===== config.mk =====
export PLATFORM = sky130hd
export DESIGN_NAME = edge2en_multi
export DESIGN_NICKNAME = d
export VERILOG_FILES = /design/src/rtl/edge2en_multi.sv
export SDC_FILE = /design/constraint.sdc
export NUM_CORES = 1
export LEC_CHECK = 0
export CORE_ASPECT_RATIO = 0.6
export CORE_MARGIN = 10
export CORE_UTILIZATION = 30
export DETAILED_ROUTE_END_ITERATION = 7
export PLACE_DENSITY = 0.72
export RECOVER_POWER = 25
export SETUP_SLACK_MARGIN = 0.3
export SLEW_MARGIN = 20
export SYNTH_ARGS = -nofsm -noshare
export SYNTH_HDL_FRONTEND = slang
export SYNTH_SLANG_ARGS = --single-unit

===== constraint.sdc =====
create_clock -name clk_i -period 1.8 [get_ports clk_i]
set_input_delay 0.27 -clock clk_i [delete_from_list [all_inputs] [get_ports clk_i]]
set_output_delay 0.27 -clock clk_i [all_outputs]
set_load 0.02 [all_outputs]

===== src/rtl/edge2en_multi.sv =====
// Multi-channel synchroniser, optional glitch filter, edge detector and sticky event flags.
// Define EDGE2EN_MULTI_FILTER_EN to build the per-channel glitch filter.
`timescale 1ns/1ps
module edge2en_multi #(
  parameter int unsigned WIDTH       = 8,
  parameter int unsigned SYNC_STAGES = 2,
  parameter int unsigned FILTER_LEN  = 4
) (
  input  logic                 clk_i,
  input  logic                 rst_n_i,
  input  logic [WIDTH-1:0]     data_i,
  input  logic [2*WIDTH-1:0]   mode_i,
  input  logic [WIDTH-1:0]     clr_i,
  output logic [WIDTH-1:0]     level_o,
  output logic [WIDTH-1:0]     pos_edge_o,
  output logic [WIDTH-1:0]     neg_edge_o,
  output logic [WIDTH-1:0]     any_edge_o,
  output logic [WIDTH-1:0]     event_o,
  output logic                 irq_o
);

  logic [WIDTH-1:0] sync_q [SYNC_STAGES];
  logic [WIDTH-1:0] s;
  logic [WIDTH-1:0] level_q, level_d;
  logic [WIDTH-1:0] pos_q, neg_q;
  logic [WIDTH-1:0] event_q, event_d;
  logic [WIDTH-1:0] rise_en, fall_en;

  always_ff @(posedge clk_i or negedge rst_n_i) begin
    if (!rst_n_i) begin
      for (int k = 0; k < int'(SYNC_STAGES); k++) sync_q[k] <= '0;
    end else begin
      sync_q[0] <= data_i;
      for (int k = 1; k < int'(SYNC_STAGES); k++) sync_q[k] <= sync_q[k-1];
    end
  end

  assign s = sync_q[SYNC_STAGES-1];

`ifdef EDGE2EN_MULTI_FILTER_EN
  localparam int unsigned CntW = $clog2(FILTER_LEN + 1);

  logic [CntW-1:0] cnt_q [WIDTH];
  logic [CntW-1:0] cnt_d [WIDTH];

  // Level follows s only after FILTER_LEN consecutive cycles of disagreement.
  always_comb begin
    level_d = level_q;
    for (int i = 0; i < int'(WIDTH); i++) begin
      cnt_d[i] = '0;
      if (s[i] != level_q[i]) begin
        if (cnt_q[i] == CntW'(FILTER_LEN - 1)) begin
          level_d[i] = s[i];
        end else begin
          cnt_d[i] = cnt_q[i] + CntW'(1);
        end
      end
    end
  end

  always_ff @(posedge clk_i or negedge rst_n_i) begin
    if (!rst_n_i) begin
      for (int i = 0; i < int'(WIDTH); i++) cnt_q[i] <= '0;
    end else begin
      for (int i = 0; i < int'(WIDTH); i++) cnt_q[i] <= cnt_d[i];
    end
  end
`else
  logic unused_filter_len;
  assign unused_filter_len = ^FILTER_LEN;

  always_comb begin
    level_d = s;
  end
`endif

  always_comb begin
    rise_en = '0;
    fall_en = '0;
    for (int i = 0; i < int'(WIDTH); i++) begin
      rise_en[i] = mode_i[2*i];
      fall_en[i] = mode_i[2*i+1];
    end
    // A new set condition overrides a same-cycle clear.
    event_d = (event_q & ~clr_i) | (pos_q & rise_en) | (neg_q & fall_en);
  end

  always_ff @(posedge clk_i or negedge rst_n_i) begin
    if (!rst_n_i) begin
      level_q <= '0;
      pos_q   <= '0;
      neg_q   <= '0;
      event_q <= '0;
    end else begin
      level_q <= level_d;
      pos_q   <= level_d & ~level_q;
      neg_q   <= ~level_d & level_q;
      event_q <= event_d;
    end
  end

  assign level_o    = level_q;
  assign pos_edge_o = pos_q;
  assign neg_edge_o = neg_q;
  assign any_edge_o = pos_q | neg_q;
  assign event_o    = event_q;
  assign irq_o      = |event_q;

endmodule


### Word-level counts from Yosys, hierarchy flattened

Cells that the tools add are included.

| storage, ports and cells | value |
|---|---|
| output and inout port bits | 41 |
| input bits | 34 |
| register bits after elaboration | 48 |
| logic and storage cells | 18 |

| cells by class | value |
|---|---|
| reductions and logical operators | 1 |
| bitwise gates (word level) | 11 |

Operators by type and width:

| operator | number |
|---|---|
| AND 8 bit | 5 |
| inverter 8 bit | 3 |
| OR 8 bit | 3 |
| OR reduction 8 bit | 1 |

### Longest topological paths before layout

Gate-level depths: netlist (run 1).

| logic depth | value |
|---|---|
| depth in word-level cells | 4 |
| mapped depth | 2 |
| mapped depth without buffers | 2 |

### Least setup slack after synthesis (run 1)

Ideal clock, no wire load.

| path | value |
|---|---|
| path type | flip-flop to output port |
| start point | register event_q[6], in the netlist event_o[6] |
| end point | output port irq_o |
| path buffers | 0 |
| data arrival time | 0.901 ns |
| setup slack | 0.629 ns |
| cell stages (with the launch flop) | 3 |
| cells stage by stage | dfrtp_1 > nor4_1 > nand2_1 |

| between the ends | value |
|---|---|
| cells in the longest elaborated chain, start to end | 1 |

RTL lines:

| item | RTL line | text |
|---|---|---|
| start, declared | 26 | `logic [WIDTH-1:0] event_q, event_d;` |
| start signal, assigned | 98 | `event_q <= event_d;` |
| OR reduction 8 bit | 107 | `assign irq_o = \|event_q;` |
| end, declared | 19 | `output logic irq_o` |

No other way between the ends.

### Worst setup path after layout (run 1)

| path | value |
|---|---|
| start point | register event_q[7], in the netlist event_o[7] |
| end point | output port irq_o |

Same word-level chain as after synthesis.

==> results of run 1 <==
## routing by layer
layer	routed length, um	up-vias	share of wire
li1	-	489	-
met1	1640	464	0.45
met2	1590	50	0.44
met3	404	4	0.11
met4	15	0	0.0041
met5	0	-	0
## stage by stage
step / total power, uW / cells / setup WS, ns / hold slack, ns / util
after floorplan: 1330 / 99 / 0.629 / -0.0256 / -
after global placement: 1570 / 238 / 0.113 / 0.268 / 0.497
after detailed placement: 1580 / 238 / 0.00238 / 0.276 / 0.497
after CTS: 2290 / 247 / 0.126 / 0.358 / 0.507
after global routing: 2360 / 247 / 0.0919 / 0.371 / 0.508
final: 2250 / 247 / 0.168 / 0.356 / 0.508
## cells in the mapped netlist (all sizes together)
cell type,instances
nor2b,16
a22oi,8
inv,8
nand2,1
dfrtp,48
o21ai,8
nor4,2
or2,8
## state kept, by name, summed over array words and instances (netlist names)
name        flops
level_d         8
event_o         8
pos_edge_o      8
neg_edge_o      8
sync_q          8
level_o         8
## path summary, 6_finish.rpt
kind	startpoint	endpoint
worst max-delay path	event_o[7]$_DFF_PN0_	irq_o
worst min-delay path	sync_q[9]$_DFF_PN0_	level_d[1]$_DFF_PN0_
worst max register to register	pos_edge_o[5]$_DFF_PN0_	event_o[5]$_DFF_PN0_
worst min register to register	sync_q[9]$_DFF_PN0_	level_d[1]$_DFF_PN0_
max in group asynchronous	rst_n_i	level_d[1]$_DFF_PN0_
min in group asynchronous	rst_n_i	sync_q[14]$_DFF_PN0_
## cell type report
class,count,area (um2)
well taps,63,78.8
multi-input cells,43,275
inverters,8,30.0
repair buffers,77,698
clock inverters,2,35.0
flip-flops and latches,48,1200
fillers,423,2320
clock buffers,6,72.6
## kinds of logic after synthesis
group                  count (synthesis)
DFF                                   48
AOI/OAI and AO/OA                     16
buffers and inverters                  8
and+or+nand+nor                       27
## report_power, final
part	internal (uW)	switching [uW]
clock network	412	329
logic	155	163
registers	1140	44.0
total	1710	536
## what timing repair did
| action | 4_1_cts | 5_1_grt |
|---|---|---|
| gates resized for setup | 71 | 1 |
| setup endpoints to repair | 41 | 2 |
| gates cloned | 0 | 0 |
| pin swaps | 1 | 0 |
| hold buffers | 1 | 0 |
| endpoints found under the hold margin | 22 | 0 |
## critical path, stage by stage, from the launching register on
cell and delay (ns):
dfrtp_1 0.41, nor4_2 0.32, buf_4 0.17, nand2_2 0.05, buf_6 0.14
==> results.tsv, run 1 <==
metric	value	unit
htreeDepth	2	
outcome	finished clean	
post-synth-top-area-fraction	0.802	
dr_total_vias	1007	
vdd_drop_max	396	uV
cp-start-kind	flip-flop	
cp.required	1.53	ns
grt_use_met1	0.112	
clock_path_buffers	2	
ff2ff_setup_slack	0.91	ns
timing.final.crit_share	0.907	
drt-total-wl	3660	um
mostFrequentLayoutCell	dfrtp_1	
max_freq	0.613	GHz
yosysUniqueCellTypes	8	
stdcell_area	2390	um2
synthMuxAreaShare	0	
clock_skew	0.00578	ns
numCtsBuffers	5	
slew_headroom	0.643	
drt_iter0_markers	26	
drc	0	
diodes	0	
final_nets	217	
ys_seq_area_frac	0.802	
first_global_vias	1145	
reg2regPathDepth	2	
fin_crit	1.63	ns
hpwl	2940	um
syn_nets	133	
synth-seq-cells	48	
synth_compound_area_frac	0.0668	
final_max_slew_viol_count	0	
rsz0062_at_grt	true	
grt_max_degree	27	
finalHoldViolCount	0	
antenna_found_initial	0	
synth-simple-area-share	0.111	
rows	19	
ant_nets	0	
firstDrtPassIters	4	
cp-end-kind	output pin	
grt_use_total	0.0902	
cap_violations	0	
grt_util_met2	0.128	
core_area	4710	um2
setup_viol	0	
synthTopCellsByArea	dfrtp_1 (80%), nor2b_1 (6.7%), a22oi_1 (4.0%), or2_2 (3.3%), o21ai_0 (2.7%)	
cts_tree	built	
yosys_warnings	0	
dieArea	8310	um2
clk_pin_slew	0.08	ns
postCtsSetupBuffers	0	
netlist_area	1500	um2
gp_congestion	0.698	
numPortBuffers	74	
clock-root-buffer	clkbuf_8	
crit_path_max_fanout	3	
synth_top_family_by_area	simple AND/OR/NAND/NOR gates	
area_delta_synth_final	59.6	%
synth-xor-area-share	0	
p_leak	0.00116	uW
min_path_type	flip-flop to flip-flop	
grt_overflow_total	0	
grt_first_pass_wirelength	5910	um
ios	75	
met3_usage	0.0548	
syn_inst	99	
synth_fa_ha_area_frac	0	
layout-drive-gt1-share	0.158	
tns	0	ns
crit_type	flip-flop to output pin	
avgRoutedWirePerCell	14.8	um
power.density	939	nW/um2
start_util	0.318	
die_h	74.7	um
final_cell_mix	dfrtp_1 (48), dlygate4sd2_1 (31), clkdlybuf4s50_1 (24), nor2b_1 (16)	
syn_avg_cell_area	15.1	um2
worstPathArrival	1.36	ns
viasPerCell	4.08	
dpl_cell_area	2340	um2
hold_depth	0	
worst_pin_slew	0.535	ns
grt_most_used_layer	met2	
chipWidth	111	um
numClockSinks	48	
clk_latency	0.29	ns
synth_top_area_cell	dfrtp_1	
Note: power is estimated with default switching activity, not from simulation.
==> inputs of run 2 (changes only) <==
--- a/config.mk
+++ b/config.mk
@@ -9,7 +9,9 @@
 export CORE_MARGIN = 10
 export CORE_UTILIZATION = 30
 export DETAILED_ROUTE_END_ITERATION = 7
-export PLACE_DENSITY = 0.72
+export DONT_BUFFER_PORTS = 1
+export GPL_ROUTABILITY_DRIVEN = 0
+export PLACE_DENSITY = 0.53
 export RECOVER_POWER = 25
 export SETUP_SLACK_MARGIN = 0.3
 export SLEW_MARGIN = 20
==> results.tsv, run 2 (synthesized netlist as in run 1, its figures left out) <==
metric	value	unit	change
outcome	finished clean		
clock_path_buffers	2		unchanged
hold_end	event_o[6]$_DFF_PN0_		
r2r-end	event_o[5]$_DFF_PN0_		
ff2ff_setup_slack	0.86	ns	-0.05 ns
timing.final.crit_share	0.848		-0.0587
vdd_drop_max	361	uV	-9.0%
reg2regPathDepth	2		unchanged
swShare	0.247		+0.00833
cp-end-kind	output pin		
final_max_slew_viol_count	0		unchanged
grt_use_total	0.0756		-0.0146
avgRoutedWirePerCell	17.0	um	+15%
cp-start-kind	flip-flop		
cpPeakStageDelay	0.48	ns	+0.07 ns
grt_overflow_total	0		unchanged
final_cell_mix	dfrtp_1 (44), nor2b_1 (16), dlygate4sd3_1 (9)		
viasPerCell	4.36		+6.9%
worstPathArrival	1.26	ns	-0.10 ns
clk_pin_slew	0.07	ns	about the same
grt_first_pass_wirelength	5000	um	-15%
min_path_type	input pin to flip-flop		
fin_crit	1.53	ns	-0.106 ns
drc	0		unchanged
worst_pin_slew	0.343	ns	-0.192 ns
r2r-start	pos_edge_o[5]$_DFF_PN0_		
grt_max_degree	49		+81%
worstHoldStart	clr_i[6]		
htreeDepth	2		unchanged
ant_nets	0		unchanged
cts_tree	built		
dr_total_vias	789		-22%
numPortBuffers	0		-100%
first_global_vias	909		-21%
power.density	1110	nW/um2	+18%
firstDrtPassIters	4		unchanged
instances_no_fill	181		-27%
rsz0062_at_grt	true		
antenna_found_initial	0		unchanged
start_util	0.318		unchanged
postCtsSetupBuffers	0		unchanged
hold_depth	1		+1
clkPwrFrac	0.308		-0.022
dp_cells	163		-32%
ios	75		unchanged
tns	0	ns	unchanged
clk_latency	0.28	ns	about the same
core_area	4710	um2	unchanged
switching_power	497	uW	-7.2%
p_leak	0.000811	uW	-30%
diodes	0		unchanged
max_freq	0.655	GHz	+6.9%
crit_type	flip-flop to output pin		
drt-total-wl	3070	um	-16%
cap_violations	0		unchanged
drt_iter0_markers	19		-27%
numClockSinks	48		unchanged
final_nets	151		-30%
setup_viol	0		unchanged
comb_power_share	0.065		-0.076
p_seq_frac	0.627		+0.098
layout-drive-gt1-share	0.195		+0.0373
crit_family	simple AND/OR/NAND/NOR gates		
cp.required	1.53	ns	about the same
hpwl	2400	um	-18%
clock_skew	0.000978	ns	-0.00480 ns
slew_headroom	0.771		+0.128
chipWidth	111	um	unchanged
dieArea	8310	um2	unchanged
rows	19		unchanged
crit_buf_inv	0		-2
power.internal	1520	uW	-11%
crit_path_max_fanout	3		unchanged
area_delta_synth_final	21.6	%	
clock-root-buffer	clkbuf_8		
numCtsBuffers	5		unchanged
path_cells	nor4_4 -> nand2_2		
finalHoldViolCount	0		unchanged
crit_slowest_cell	dfrtp_2		
mostFrequentLayoutCell	dfrtp_1		
die_h	74.7	um	unchanged
==> run 2: cell type report <==
class | count | area, um2
well taps | 63 | 78.8
inverters | 8 | 30.0
flip-flops and latches | 48 | 1210
multi-input cells | 43 | 290
repair buffers | 11 | 125
clock buffers | 8 | 90.1
fillers | 434 | 2890
==> run 2: repair_timing <==
action,4_1_cts,5_1_grt
endpoints found under the setup margin,1,1
gates resized for setup,6,2
hold buffers,10,0
hold endpoints to repair,56,0
pin swaps,1,0
==> run 2: stage by stage <==
stage	hold WS [ns]	setup WS (ns)	power, uW	area (um2)	util
final	0.0771	0.274	2010	1820	0.387
after global routing	0.0517	0.205	2140	1820	0.387
after CTS	0.0624	0.239	2060	1820	0.386
after detailed placement	-0.0238	0.241	1370	1580	0.337
after global placement	-0.0238	0.304	1360	1580	0.337
after floorplan	-0.0256	0.629	1330	1500	-
==> run 2: power groups by stage <==
| stage | sequential [uW] | combinational, uW | clock [uW] |
|---|---|---|---|
| 2_1_floorplan | 1260 | 66.7 | 0 |
| 3_3_place_gp | 1280 | 85.7 | 0 |
| 3_5_place_dp | 1280 | 88.1 | 0 |
| 4_1_cts | 1270 | 137 | 655 |
| 5_1_grt | 1280 | 151 | 709 |
| 6_report | 1260 | 131 | 620 |
==> run 2: layer usage <==
layer	global-route usage	wire length (um)
met4	0.0213	0
met5	0	0
met3	0.0690	590
met2	0.109	1310
met1	0.0795	1170
==> run 2: worst max-delay path by stage <==
stage,start,endpoint,cells after the start
floorplan,event_o[6]$_DFF_PN0_,irq_o,2
global route,event_o[6]$_DFF_PN0_,irq_o,2
finish,event_o[6]$_DFF_PN0_,irq_o,2
global placement,event_o[6]$_DFF_PN0_,irq_o,2
CTS,event_o[6]$_DFF_PN0_,irq_o,2
detailed placement,event_o[6]$_DFF_PN0_,irq_o,2
==> inputs of run 3 (changes only) <==
--- a/config.mk
+++ b/config.mk
@@ -11,7 +11,7 @@
 export DETAILED_ROUTE_END_ITERATION = 7
 export DONT_BUFFER_PORTS = 1
 export GPL_ROUTABILITY_DRIVEN = 0
-export PLACE_DENSITY = 0.53
+export PLACE_DENSITY = 0.54
 export RECOVER_POWER = 25
 export SETUP_SLACK_MARGIN = 0.3
 export SLEW_MARGIN = 20
==> constraint.sdc (replaced) <==
create_clock -name clk_i -period 1.3 [get_ports clk_i]
set_input_delay 0.195 -clock clk_i [delete_from_list [all_inputs] [get_ports clk_i]]
set_output_delay 0.195 -clock clk_i [all_outputs]
set_load 0.02 [all_outputs]
==> results.tsv, run 3 (synthesized netlist as in run 1, its figures left out) <==
metric	value	unit	change
timing.final.crit_share	1.14		
reg2regPathDepth	5		+3
rows	19		unchanged
htreeDepth	2		unchanged
cap_violations	0		unchanged
final_cell_mix	dfrtp_2 (26), dfrtp_1 (22), nor2b_1 (16), dlygate4sd3_1 (11), buf_6 (10)		
cts_tree	built		
antenna_found_initial	0		unchanged
clock_skew	0.00222	ns	+0.00125 ns
firstDrtPassIters	4		unchanged
worstPathArrival	1.29	ns	+0.03 ns
viasPerCell	4.35		-0.28%
worst_pin_slew	0.315	ns	-0.0277 ns
p_leak	0.000855	uW	+5.5%
slew_headroom	0.788		+0.0165
chipWidth	111	um	unchanged
stdcell_area	2000	um2	+9.6%
finalHoldViolCount	48		+48
numPortBuffers	0		unchanged
clock-root-buffer	clkbuf_8		
ant_nets	0		unchanged
drt_iter0_markers	41		+22
post-place-ws	0.00669	ns	-0.235 ns
start_util	0.318		unchanged
cp.required	1.11	ns	-0.42 ns
rsz0062_at_grt	true		
ios	75		unchanged
die_h	74.7	um	unchanged
area_delta_synth_final	33.2	%	
clk_latency	0.28	ns	about the same
first_global_vias	986		+8.5%
dr_total_vias	852		+8.0%
fin_ws	-0.185	ns	-0.458 ns
numCtsBuffers	5		unchanged
dpl_cell_area	1680	um2	+5.8%
min_path_type	input pin to asynchronous set/reset pin		
post-route-util	0.424		+0.0372
hpwl	2440	um	+1.8%
avgRoutedWirePerCell	16.4	um	-3.6%
vdd_drop_max	620	uV	+72%
drt-total-wl	3210	um	+4.4%
clk_pin_slew	0.08	ns	about the same
ff2ff_setup_slack	0.29	ns	-0.57 ns
violations	negative hold slack, negative setup slack		
power.density	1410	nW/um2	+28%
mostFrequentLayoutCell	dfrtp_2		
cp-start-kind	flip-flop		
crit_type	flip-flop to output pin		
dieArea	8310	um2	unchanged
cp-end-kind	output pin		
drc	0		unchanged
grt_use_total	0.0760		+0.000397
final_nets	166		+9.9%
max_freq	0.674	GHz	
whs	-0.403	ns	-0.480 ns
layout-drive-gt1-share	0.444		+0.249
outcome	finished with violations		
setup_viol	1		+1
crit_slowest_cell	dfrtp_1		
cpPeakStageDelay	0.41	ns	-0.07 ns
crit_path_max_fanout	2		-1
fin_crit	1.48	ns	
numClockSinks	48		unchanged
r2r-end	event_o[3]$_DFF_PN0_		
grt_max_degree	49		unchanged
final_max_slew_viol_count	0		unchanged
core_area	4710	um2	unchanged
r2r-start	event_o[3]$_DFF_PN0_		
clock_path_buffers	2		unchanged
grt_first_pass_wirelength	5040	um	+0.84%
path_cells	nor4_4 -> buf_4 -> nand2_2 -> buf_6		
diodes	0		unchanged
grt_overflow_total	0		unchanged
-- run 3: cell count changes in the layout (fill, tap and decap cells not counted), moves of 4 or more --
cell     change
or2_2        -8
buf_6       +10
dfrtp_2     +22
or2_4        +8
buf_4        +4
dfrtp_1     -22
-- run 3: worst max-delay path by stage --
| stage | start | to | slack [ns] | depth (start not counted) |
|---|---|---|---|---|
| final | event_o[3]$_DFF_PN0_ | irq_o | -0.18 | 4 |
| after CTS | event_o[3]$_DFF_PN0_ | irq_o | -0.24 | 4 |
| after floorplan | event_o[2]$_DFF_PN0_ | irq_o | 0.22 | 2 |
| after detailed placement | event_o[6]$_DFF_PN0_ | irq_o | 0.007 | 4 |
| after global placement | event_o[6]$_DFF_PN0_ | irq_o | 0.07 | 4 |
| after global routing | event_o[3]$_DFF_PN0_ | irq_o | -0.26 | 4 |
-- run 3: area by class of cell --
class | count | area [um2]
fill | 423 | 2710
sequential | 48 | 1230
multi-input combinational | 43 | 313
timing repair buffer | 26 | 260
clock buffer | 8 | 80.1
tap | 63 | 78.8
inverter | 8 | 30.0
-- run 3: critical path: cells and delay by family (launching register included) --
| family | cells | cell delay [ns] |
|---|---|---|
| buf+inv | 2 | 0.29 |
| flops | 1 | 0.41 |
| simple gates | 2 | 0.31 |
-- run 3: power by group --
group / leakage (uW) / switching [uW] / total (uW) / internal [uW]
sequential: 0.000552 / 123 / 1720 / 1590
combinational: 0.000263 / 134 / 299 / 165
clock: 0.0000395 / 422 / 805 / 382
total: 0.000855 / 679 / 2820 / 2140
-- run 3: per-stage QoR --
| stage | total power, uW | cells | TNS (ns) |
|---|---|---|---|
| 3_5_place_dp | 1950 | 172 | 0 |
| 2_1_floorplan | 1860 | 99 | 0 |
| 6_report | 2820 | 196 | -0.185 |
| 5_1_grt | 2960 | 196 | -0.273 |
| 4_1_cts | 2850 | 191 | -0.236 |
| 3_3_place_gp | 1950 | 172 | 0 |
-- run 3: routing by layer --
metal,global-route usage,wire [um],vias to the layer above
met4,0.0255,9,0
met1,0.0791,1170,402
li1,-,-,390
met3,0.0667,578,2
met2,0.111,1450,58
met5,0,0,-
-- run 3: repair_timing --
item	CTS	global route
hold endpoints to repair	57	50
hold buffers	9	2
gates cloned	0	0
setup endpoints to repair	19	25
gates resized for setup	28	11
buffers inserted	2	3
pin swaps	4	1
